<file path="src/rtl/mult_div_unit_pkg.sv">
// rtl/mult_div_unit_pkg.sv - shared op encodings, iteration count and FSM states for the multiply/divide unit
// Purpose: constants shared by the multiply/divide unit and the control-unit decoder.
package mult_div_unit_pkg;

    localparam int MD_WIDTH = 32;
    // One iteration per operand bit; tied to the width on purpose.
    localparam int MD_ITER  = MD_WIDTH;

    typedef enum logic [1:0] {
        OP_MULT  = 2'b00,
        OP_MULTU = 2'b01,
        OP_DIV   = 2'b10,
        OP_DIVU  = 2'b11
    } md_op_e;

    typedef enum logic [1:0] {
        ST_IDLE = 2'b00,
        ST_RUN  = 2'b01,
        ST_FIX  = 2'b10
    } md_state_e;

endpackage

</file>
<file path="src/rtl/mult_div_unit_if.sv">
// rtl/mult_div_unit_if.sv - request/result bundle between the controller and the multiply/divide unit
// Ports: start/op/rs/rt request, hi_we/lo_we/wdata MTHI/MTLO writes, busy/done/hi/lo results.
// master = controller side, slave = multiply/divide unit side.
interface mult_div_unit_if #(parameter int WIDTH = 32);
    import mult_div_unit_pkg::*;

    logic             start;
    md_op_e           op;
    logic [WIDTH-1:0] rs;
    logic [WIDTH-1:0] rt;
    logic             hi_we;
    logic             lo_we;
    logic [WIDTH-1:0] wdata;
    logic             busy;
    logic             done;
    logic [WIDTH-1:0] hi;
    logic [WIDTH-1:0] lo;

    modport master (
        output start, op, rs, rt, hi_we, lo_we, wdata,
        input  busy, done, hi, lo
    );

    modport slave (
        input  start, op, rs, rt, hi_we, lo_we, wdata,
        output busy, done, hi, lo
    );
endinterface

</file>
<file path="src/rtl/mult_div_unit_sign_fix.sv">
// rtl/mult_div_unit_sign_fix.sv - conditional two's-complement negation helper
// Ports: din (W bits), neg (negate when 1), dout = neg ? -din : din.
// Used for operand magnitudes on entry and for result sign correction.
module md_sign_fix #(
    parameter int W = 32
) (
    input  logic [W-1:0] din,
    input  logic         neg,
    output logic [W-1:0] dout
);
    // -(2^(W-1)) maps back onto itself, which read as unsigned is exactly 2^(W-1).
    assign dout = neg ? (W'(0) - din) : din;
endmodule

</file>
<file path="src/rtl/mult_div_unit.sv">
// rtl/mult_div_unit.sv - iterative 32-step multiply/divide unit producing HI/LO
// Ports: clk, rst (async, active high); md (slave): start/op/rs/rt request,
// hi_we/lo_we/wdata MTHI/MTLO, busy/done status, hi/lo result registers.
module mult_div_unit
    import mult_div_unit_pkg::*;
#(
    parameter int WIDTH = MD_WIDTH
) (
    input  logic            clk,
    input  logic            rst,
    mult_div_unit_if.slave  md
);
    localparam int ITER = WIDTH;
    localparam int CW   = $clog2(ITER);

    md_state_e        state_q, state_d;
    logic [CW-1:0]    cnt_q, cnt_d;
    logic             is_div_q, is_div_d;
    logic             neg_q, neg_d;          // negate product / quotient
    logic             neg_rem_q, neg_rem_d;  // remainder follows dividend sign
    logic             div0_q, div0_d;
    logic [WIDTH-1:0] b_q, b_d;              // multiplicand or divisor magnitude
    logic [WIDTH-1:0] acc_hi_q, acc_hi_d;    // partial product upper half / remainder
    logic [WIDTH-1:0] acc_lo_q, acc_lo_d;    // multiplier shifting out / quotient shifting in
    logic [WIDTH-1:0] hi_q, hi_d;
    logic [WIDTH-1:0] lo_q, lo_d;
    logic             busy_q, busy_d;
    logic             done_q, done_d;

    logic             op_signed;
    logic [WIDTH-1:0] mag_a, mag_b;
    logic [2*WIDTH-1:0] prod_fix;
    logic [WIDTH-1:0] quot_fix, rem_fix;
    logic [WIDTH:0]   mul_sum;
    logic [WIDTH:0]   rem_sh;
    logic             rem_ge;
    logic [WIDTH-1:0] rem_sub;

    assign op_signed = (md.op == OP_MULT) || (md.op == OP_DIV);

    md_sign_fix #(.W(WIDTH)) u_mag_a (
        .din(md.rs), .neg(op_signed & md.rs[WIDTH-1]), .dout(mag_a));
    md_sign_fix #(.W(WIDTH)) u_mag_b (
        .din(md.rt), .neg(op_signed & md.rt[WIDTH-1]), .dout(mag_b));
    md_sign_fix #(.W(2*WIDTH)) u_fix_prod (
        .din({acc_hi_q, acc_lo_q}), .neg(neg_q), .dout(prod_fix));
    md_sign_fix #(.W(WIDTH)) u_fix_quot (
        .din(acc_lo_q), .neg(neg_q), .dout(quot_fix));
    md_sign_fix #(.W(WIDTH)) u_fix_rem (
        .din(acc_hi_q), .neg(neg_rem_q), .dout(rem_fix));

    // Multiply step: add multiplicand when the outgoing multiplier bit is set, then shift right.
    assign mul_sum = {1'b0, acc_hi_q} + (acc_lo_q[0] ? {1'b0, b_q} : '0);
    // Divide step: shift the next dividend bit into the remainder and trial-subtract.
    // When rem_ge holds, rem_sh < 2*b so the difference fits in WIDTH bits.
    assign rem_sh  = {acc_hi_q, acc_lo_q[WIDTH-1]};
    assign rem_ge  = rem_sh >= {1'b0, b_q};
    assign rem_sub = rem_sh[WIDTH-1:0] - b_q;

    // State register
    always_ff @(posedge clk or posedge rst) begin
        if (rst) begin
            state_q <= ST_IDLE;
        end else begin
            state_q <= state_d;
        end
    end

    // Next-state logic
    always_comb begin
        state_d = state_q;
        case (state_q)
            ST_IDLE: if (md.start) state_d = ST_RUN;
            ST_RUN:  if (cnt_q == CW'(ITER-1)) state_d = ST_FIX;
            ST_FIX:  state_d = ST_IDLE;
            default: state_d = ST_IDLE;
        endcase
    end

    // Output / datapath logic
    always_comb begin
        cnt_d     = cnt_q;
        is_div_d  = is_div_q;
        neg_d     = neg_q;
        neg_rem_d = neg_rem_q;
        div0_d    = div0_q;
        b_d       = b_q;
        acc_hi_d  = acc_hi_q;
        acc_lo_d  = acc_lo_q;
        hi_d      = hi_q;
        lo_d      = lo_q;
        done_d    = 1'b0;
        case (state_q)
            ST_IDLE: begin
                if (md.hi_we) hi_d = md.wdata;
                if (md.lo_we) lo_d = md.wdata;
                if (md.start) begin
                    cnt_d     = '0;
                    is_div_d  = md.op[1];
                    neg_d     = op_signed & (md.rs[WIDTH-1] ^ md.rt[WIDTH-1]);
                    neg_rem_d = op_signed & md.rs[WIDTH-1];
                    div0_d    = md.op[1] && (md.rt == '0);
                    acc_hi_d  = '0;
                    acc_lo_d  = md.op[1] ? mag_a : mag_b;
                    b_d       = md.op[1] ? mag_b : mag_a;
                end
            end
            ST_RUN: begin
                cnt_d = cnt_q + CW'(1);
                if (is_div_q) begin
                    acc_hi_d = rem_ge ? rem_sub : rem_sh[WIDTH-1:0];
                    acc_lo_d = {acc_lo_q[WIDTH-2:0], rem_ge};
                end else begin
                    acc_hi_d = mul_sum[WIDTH:1];
                    acc_lo_d = {mul_sum[0], acc_lo_q[WIDTH-1:1]};
                end
            end
            ST_FIX: begin
                done_d = 1'b1;
                if (is_div_q) begin
                    // Divide by zero leaves |rs| in the remainder; re-signing restores rs.
                    hi_d = rem_fix;
                    lo_d = div0_q ? '1 : quot_fix;
                end else begin
                    {hi_d, lo_d} = prod_fix;
                end
            end
            default: ;
        endcase
        busy_d = (state_d != ST_IDLE);
    end

    always_ff @(posedge clk or posedge rst) begin
        if (rst) begin
            cnt_q     <= '0;
            is_div_q  <= 1'b0;
            neg_q     <= 1'b0;
            neg_rem_q <= 1'b0;
            div0_q    <= 1'b0;
            b_q       <= '0;
            acc_hi_q  <= '0;
            acc_lo_q  <= '0;
            hi_q      <= '0;
            lo_q      <= '0;
            busy_q    <= 1'b0;
            done_q    <= 1'b0;
        end else begin
            cnt_q     <= cnt_d;
            is_div_q  <= is_div_d;
            neg_q     <= neg_d;
            neg_rem_q <= neg_rem_d;
            div0_q    <= div0_d;
            b_q       <= b_d;
            acc_hi_q  <= acc_hi_d;
            acc_lo_q  <= acc_lo_d;
            hi_q      <= hi_d;
            lo_q      <= lo_d;
            busy_q    <= busy_d;
            done_q    <= done_d;
        end
    end

    assign md.busy = busy_q;
    assign md.done = done_q;
    assign md.hi   = hi_q;
    assign md.lo   = lo_q;
endmodule

</file>
<file path="src/flat_wrapper.sv">
// flat-port wrapper written by rule: the top's interface ports become plain ports
module mult_div_unit_flat import mult_div_unit_pkg::*;
#(
    parameter int WIDTH = MD_WIDTH
)
  (clk, rst, md_start, md_op, md_rs, md_rt, md_hi_we, md_lo_we, md_wdata, md_busy, md_done, md_hi, md_lo);
  mult_div_unit_if #(.WIDTH(WIDTH)) md_i ();
  input  logic clk;
  input  logic rst;
  input wire logic [$bits(md_i.start)-1:0] md_start;
  input wire logic [$bits(md_i.op)-1:0] md_op;
  input wire logic [$bits(md_i.rs)-1:0] md_rs;
  input wire logic [$bits(md_i.rt)-1:0] md_rt;
  input wire logic [$bits(md_i.hi_we)-1:0] md_hi_we;
  input wire logic [$bits(md_i.lo_we)-1:0] md_lo_we;
  input wire logic [$bits(md_i.wdata)-1:0] md_wdata;
  output wire logic [$bits(md_i.busy)-1:0] md_busy;
  output wire logic [$bits(md_i.done)-1:0] md_done;
  output wire logic [$bits(md_i.hi)-1:0] md_hi;
  output wire logic [$bits(md_i.lo)-1:0] md_lo;
  assign md_i.start = md_start;
  assign md_i.op = md_op;
  assign md_i.rs = md_rs;
  assign md_i.rt = md_rt;
  assign md_i.hi_we = md_hi_we;
  assign md_i.lo_we = md_lo_we;
  assign md_i.wdata = md_wdata;
  assign md_busy = md_i.busy;
  assign md_done = md_i.done;
  assign md_hi = md_i.hi;
  assign md_lo = md_i.lo;
  mult_div_unit #(.WIDTH(WIDTH)) u_core (.clk(clk), .rst(rst), .md(md_i));
endmodule
</file>
<file path="config.mk">
export PLATFORM = sky130hd
export DESIGN_NAME = mult_div_unit_flat
export DESIGN_NICKNAME = d
export VERILOG_FILES = /design/src/rtl/mult_div_unit_pkg.sv /design/src/rtl/mult_div_unit_if.sv /design/src/rtl/mult_div_unit_sign_fix.sv /design/src/rtl/mult_div_unit.sv /design/src/flat_wrapper.sv
export SDC_FILE = /design/constraint.sdc
export NUM_CORES = 1
export LEC_CHECK = 0
export CAP_MARGIN = 20
export CORE_MARGIN = 2
export CORE_UTILIZATION = 35
export CTS_BUF_LIST = sky130_fd_sc_hd__clkbuf_4
export CTS_CLUSTER_DIAMETER = 150
export DETAILED_ROUTE_END_ITERATION = 7
export SLEW_MARGIN = 15
export SYNTH_ARGS = -nofsm -noshare
export SYNTH_HDL_FRONTEND = slang
export SYNTH_SLANG_ARGS = --single-unit
</file>
<file path="constraint.sdc">
create_clock -name clk -period 7.9 [get_ports clk]
set_input_delay 1.975 -clock clk [delete_from_list [all_inputs] [get_ports clk]]
set_output_delay 1.975 -clock clk [all_outputs]
set_load 0.02 [all_outputs]
</file>
==> impl_summary.md <==
Timing
The minimum clock period is 4.54 ns. Setup repair after global routing left no endpoint under its margin. The final-report hold violation count was 0. The count of pins over their slew limit is 0. At the pin with the least slew margin, the transition time is 1.01 ns.

Adding up every negative setup slack in the final design gives 0 ns. Setup violations remaining at the end of the flow were counted as 0. Measured against its own limit, the worst slew margin works out to 32.8%. On the final layout, the worst clock skew is 0.0225 ns. Of the available clock period, the critical path in the final layout requires 57.4%. The worst path meets setup with 3.36 ns of slack. The worst hold slack is 0.498 ns. Timing would allow up to 220 MHz.

Yosys
The Yosys step of the flow raised 0 warnings. By area the synthesized netlist is led by dfrtp_1, a21oi_1, o21ai_0. The post-synthesis async set-or-reset flop share is 100%.

The top cell type by area accounts for 29.6% of the synthesized area. The top flip-flop cell by instance count after synthesis is dfrtp_1. The cell taking the most area after synthesis is dfrtp_1. Counting flops and latches in the post-synthesis netlist gives 173. The number of nets in the synthesized netlist is 2058.

The synthesized area is 14600 um2. The average instance area after synthesis is 7.76 um2. The netlist uses 76 different library cells.

After synthesis, flip-flops and latches occupy 29.6% of the total area. Yosys mapped a number of flops with a built-in enable equal to 0. Synthesis produced a netlist whose cell count is 1883.

Critical path
STA puts the critical path data arrival time at 5.09 ns. The worst setup path is launched from an input pin. Of all nets on the critical path, the largest fanout is 5. The setup path with the least slack is of type input pin to register. In this run the register-to-register setup slack is 3.96 ns. The worst path required time is 8.46 ns. STA classifies the critical path endpoint as a register.

Route
The count of routing violations after the opening detailed-route iteration is 1297. The number of optimization iterations in the first detailed-route pass is 5. In the routed design, unresolved DRC markers number 0. For this block, the routed nets add up to 54700 um of wire. The remaining antenna violation count is 0. Dividing the detail-routed wire length by the instance count gives 21.6 um.

Using the TritonRoute via totals, the vias-per-cell ratio works out to 5.85. The vias after detailed routing is 14800.

CTS
The number of clock sinks is 173. Buffers inserted during clock tree synthesis total 17. After clock tree synthesis, the setup repair step added 0 buffers. For this design, the CTS-stage hold fixing added 0 buffers.

The insertion delay to the later sink of the worst-skew pair is 0.65 ns. The root cell of the clock tree is clkbuf_4. The buffer levels on the longest clock path is 2.

After clock tree synthesis, the clock-pin slew on the worst setup and hold paths is 0.16 ns. The H-tree was split into 4 levels. Once the clock tree was built, the resizer swapped 0 gates to a different size. The TritonCTS clock tree is done.

Power
In this run the power density over the cells is 462 nW/um2. The internal power summed over all cells is 3.79 mW. Overall power consumption after layout is estimated at 7.86 mW. The leakage power is 6.77 nW. The switching power share of the total is 51.8%. The relative contribution of the clock network to total power is 7.0%. Of the total power, registers draw 25.0%. The share of total power dissipated in combinational logic is 68.1%. Across the VDD grid, the largest voltage drop is 192 uV. The power dissipated by switching net loads is 4.07 mW.

GRT
The number of antenna violations at the first check in global routing was 2. The via count of the first global-routing pass is 13700. Global routing finished with a remaining overflow of 0. The maximum number of pins on one net before global-route repair is 103.

The first global-routing pass estimated 82800 um of wire. The global-route usage over all layers is 24.6%.

Place
The final weighted congestion in routability-driven placement is 0.988. Including well taps, the total number of placed cells is 2498. The placed wire-length estimate is 42200 um. In this run the cell area measured after placement is 16700 um2. The worst slack at placement is 2.74 ns.

The number of I/O port buffers is 168.

Hold path
In this run the worst hold path is classified as register to register.

Floorplanning
In this run the vertical extent of the chip is 208 um. The floorplan step defined a die boundary enclosing 43400 um2. In this run the count of I/O pins placed on the die edge is 169. The row count is 74. The chip width is 208 um. The standard cell core area is 41000 um2. Once the floorplan was initialized, standard cells occupied 35.6% of the core.

Outcome
The flow ran to the end, and the final reports show no timing, DRC or antenna violations.

Cells and area
Across the whole layout, storage elements account for 4330 um2. For this run, the share of the core covered by cells in the final layout is 41.5%. From synthesis to final layout, the design area changed by 16.4%.

The multi-input combinational cells in the finished layout cover a total of 9660 um2. The count of non-filler cells in the finished layout is 2531. The share of layout cells above drive strength 1 is 4.70%. Fill cells in the final layout number 4255. Summing all non-filler instances in the final layout gives an area of 17000 um2. After the last flow step, the layout net total stands at 2160.

Job
Across the run, the number of max-cap violations was 0.
logic make-up after synthesis:
group | share of synthesized area, %
AO/OA/AOI/OAI | 27.2
AND/OR/NAND/NOR | 19.0
flip-flops | 29.6
buffers and inverters | 4.53
XOR/XNOR | 9.94
adder cells (fa/ha/maj) | 6.26
multiplexers | 3.48
routing by layer:
metal  global-route usage (%)  vias up  share of wire, %
met5                        0        -                 0
met1                     34.3     7116                45
met2                     38.4      601                44
met3                     4.11       82               7.6
li1                         -     7015                 -
met4                     8.61        0               3.3
power groups by stage:
stage               logic, mW  registers [mW]  clock network, mW
finish                   5.35            1.96              0.548
global route             5.87            2.01              0.593
CTS                      5.30            1.94              0.559
detailed placement       5.27            1.96                  0
global placement         5.21            1.94                  0
floorplan                3.65            1.90                  0
synth_stat cells (13+ instances only):
| cell | number |
|---|---|
| nor2b_1 | 14 |
| a22oi_1 | 16 |
| o22ai_1 | 36 |
| nor3_1 | 29 |
| nand2_1 | 185 |
| a21o_1 | 25 |
| nand3_1 | 30 |
| and3_1 | 13 |
| o31ai_1 | 22 |
| inv_1 | 62 |
| o21ai_0 | 195 |
| a21oi_1 | 208 |
| o211ai_1 | 24 |
| or3_1 | 33 |
| dfrtp_1 | 173 |
| xor2_1 | 57 |
| mux2i_1 | 43 |
| nor2_1 | 188 |
| ha_1 | 70 |
| a211oi_1 | 13 |
| a31oi_1 | 21 |
| nand2b_1 | 19 |
| or4_1 | 14 |
| clkbuf_1 | 92 |
| xnor2_1 | 109 |
layout make-up:
class	count	area share, %
timing repair buffer	189	10.8
clock inverter	11	0.684
sequential	173	25.5
tap	532	3.91
antenna	1	0.0147
inverter	65	1.46
clock buffer	21	0.927
multi-input combinational	1539	56.8
worst max-delay path, stage by stage:
cell	delay [ns]
clkdlybuf4s50_1	0.53
inv_1	0.15
ha_1	0.21
nand2b_1	0.09
or4b_1	0.61
nor3_1	0.56
nand3_1	0.23
o31ai_1	0.28
xnor2_1	0.18
o21ai_1	0.08
o221ai_1	0.19
sequential cells by signal, summed over array words and instances, names as in the netlist, 2 cells and up:
name / count
u_core.acc_lo_q: 32
u_core.acc_hi_q: 32
u_core.cnt_q: 5
u_core.md.hi: 32
u_core.state_q: 2
u_core.b_q: 32
u_core.md.lo: 32
cell usage in the layout (no fill, tap or decap), types with 43 or more instances in the layout:
cell type and count:
xnor2_1 109, mux2i_1 43, xor2_1 57, dfrtp_1 172
ha_1 70, a21oi_1 208, nand2_1 185, o21ai_0 195
inv_1 60, nor2_1 186, clkdlybuf4s50_1 167
final timing paths:
path / start / to / cells past startpoint
max: md_rt[0] / u_core.acc_lo_q[30]$_DFFE_PP0P_ / 11
min: u_core.md.lo[11]$_DFFE_PP0P_ / u_core.md.lo[11]$_DFFE_PP0P_ / 2
max reg2reg: u_core.acc_hi_q[0]$_DFFE_PP0P_ / u_core.acc_hi_q[26]$_DFFE_PP0P_ / 11
min reg2reg: u_core.md.lo[11]$_DFFE_PP0P_ / u_core.md.lo[11]$_DFFE_PP0P_ / 2
max in group asynchronous: rst / u_core.md.lo[13]$_DFFE_PP0P_ / 3
min in group asynchronous: rst / u_core.md.hi[23]$_DFFE_PP0P_ / 2
Power figures use the tool's default switching activity.
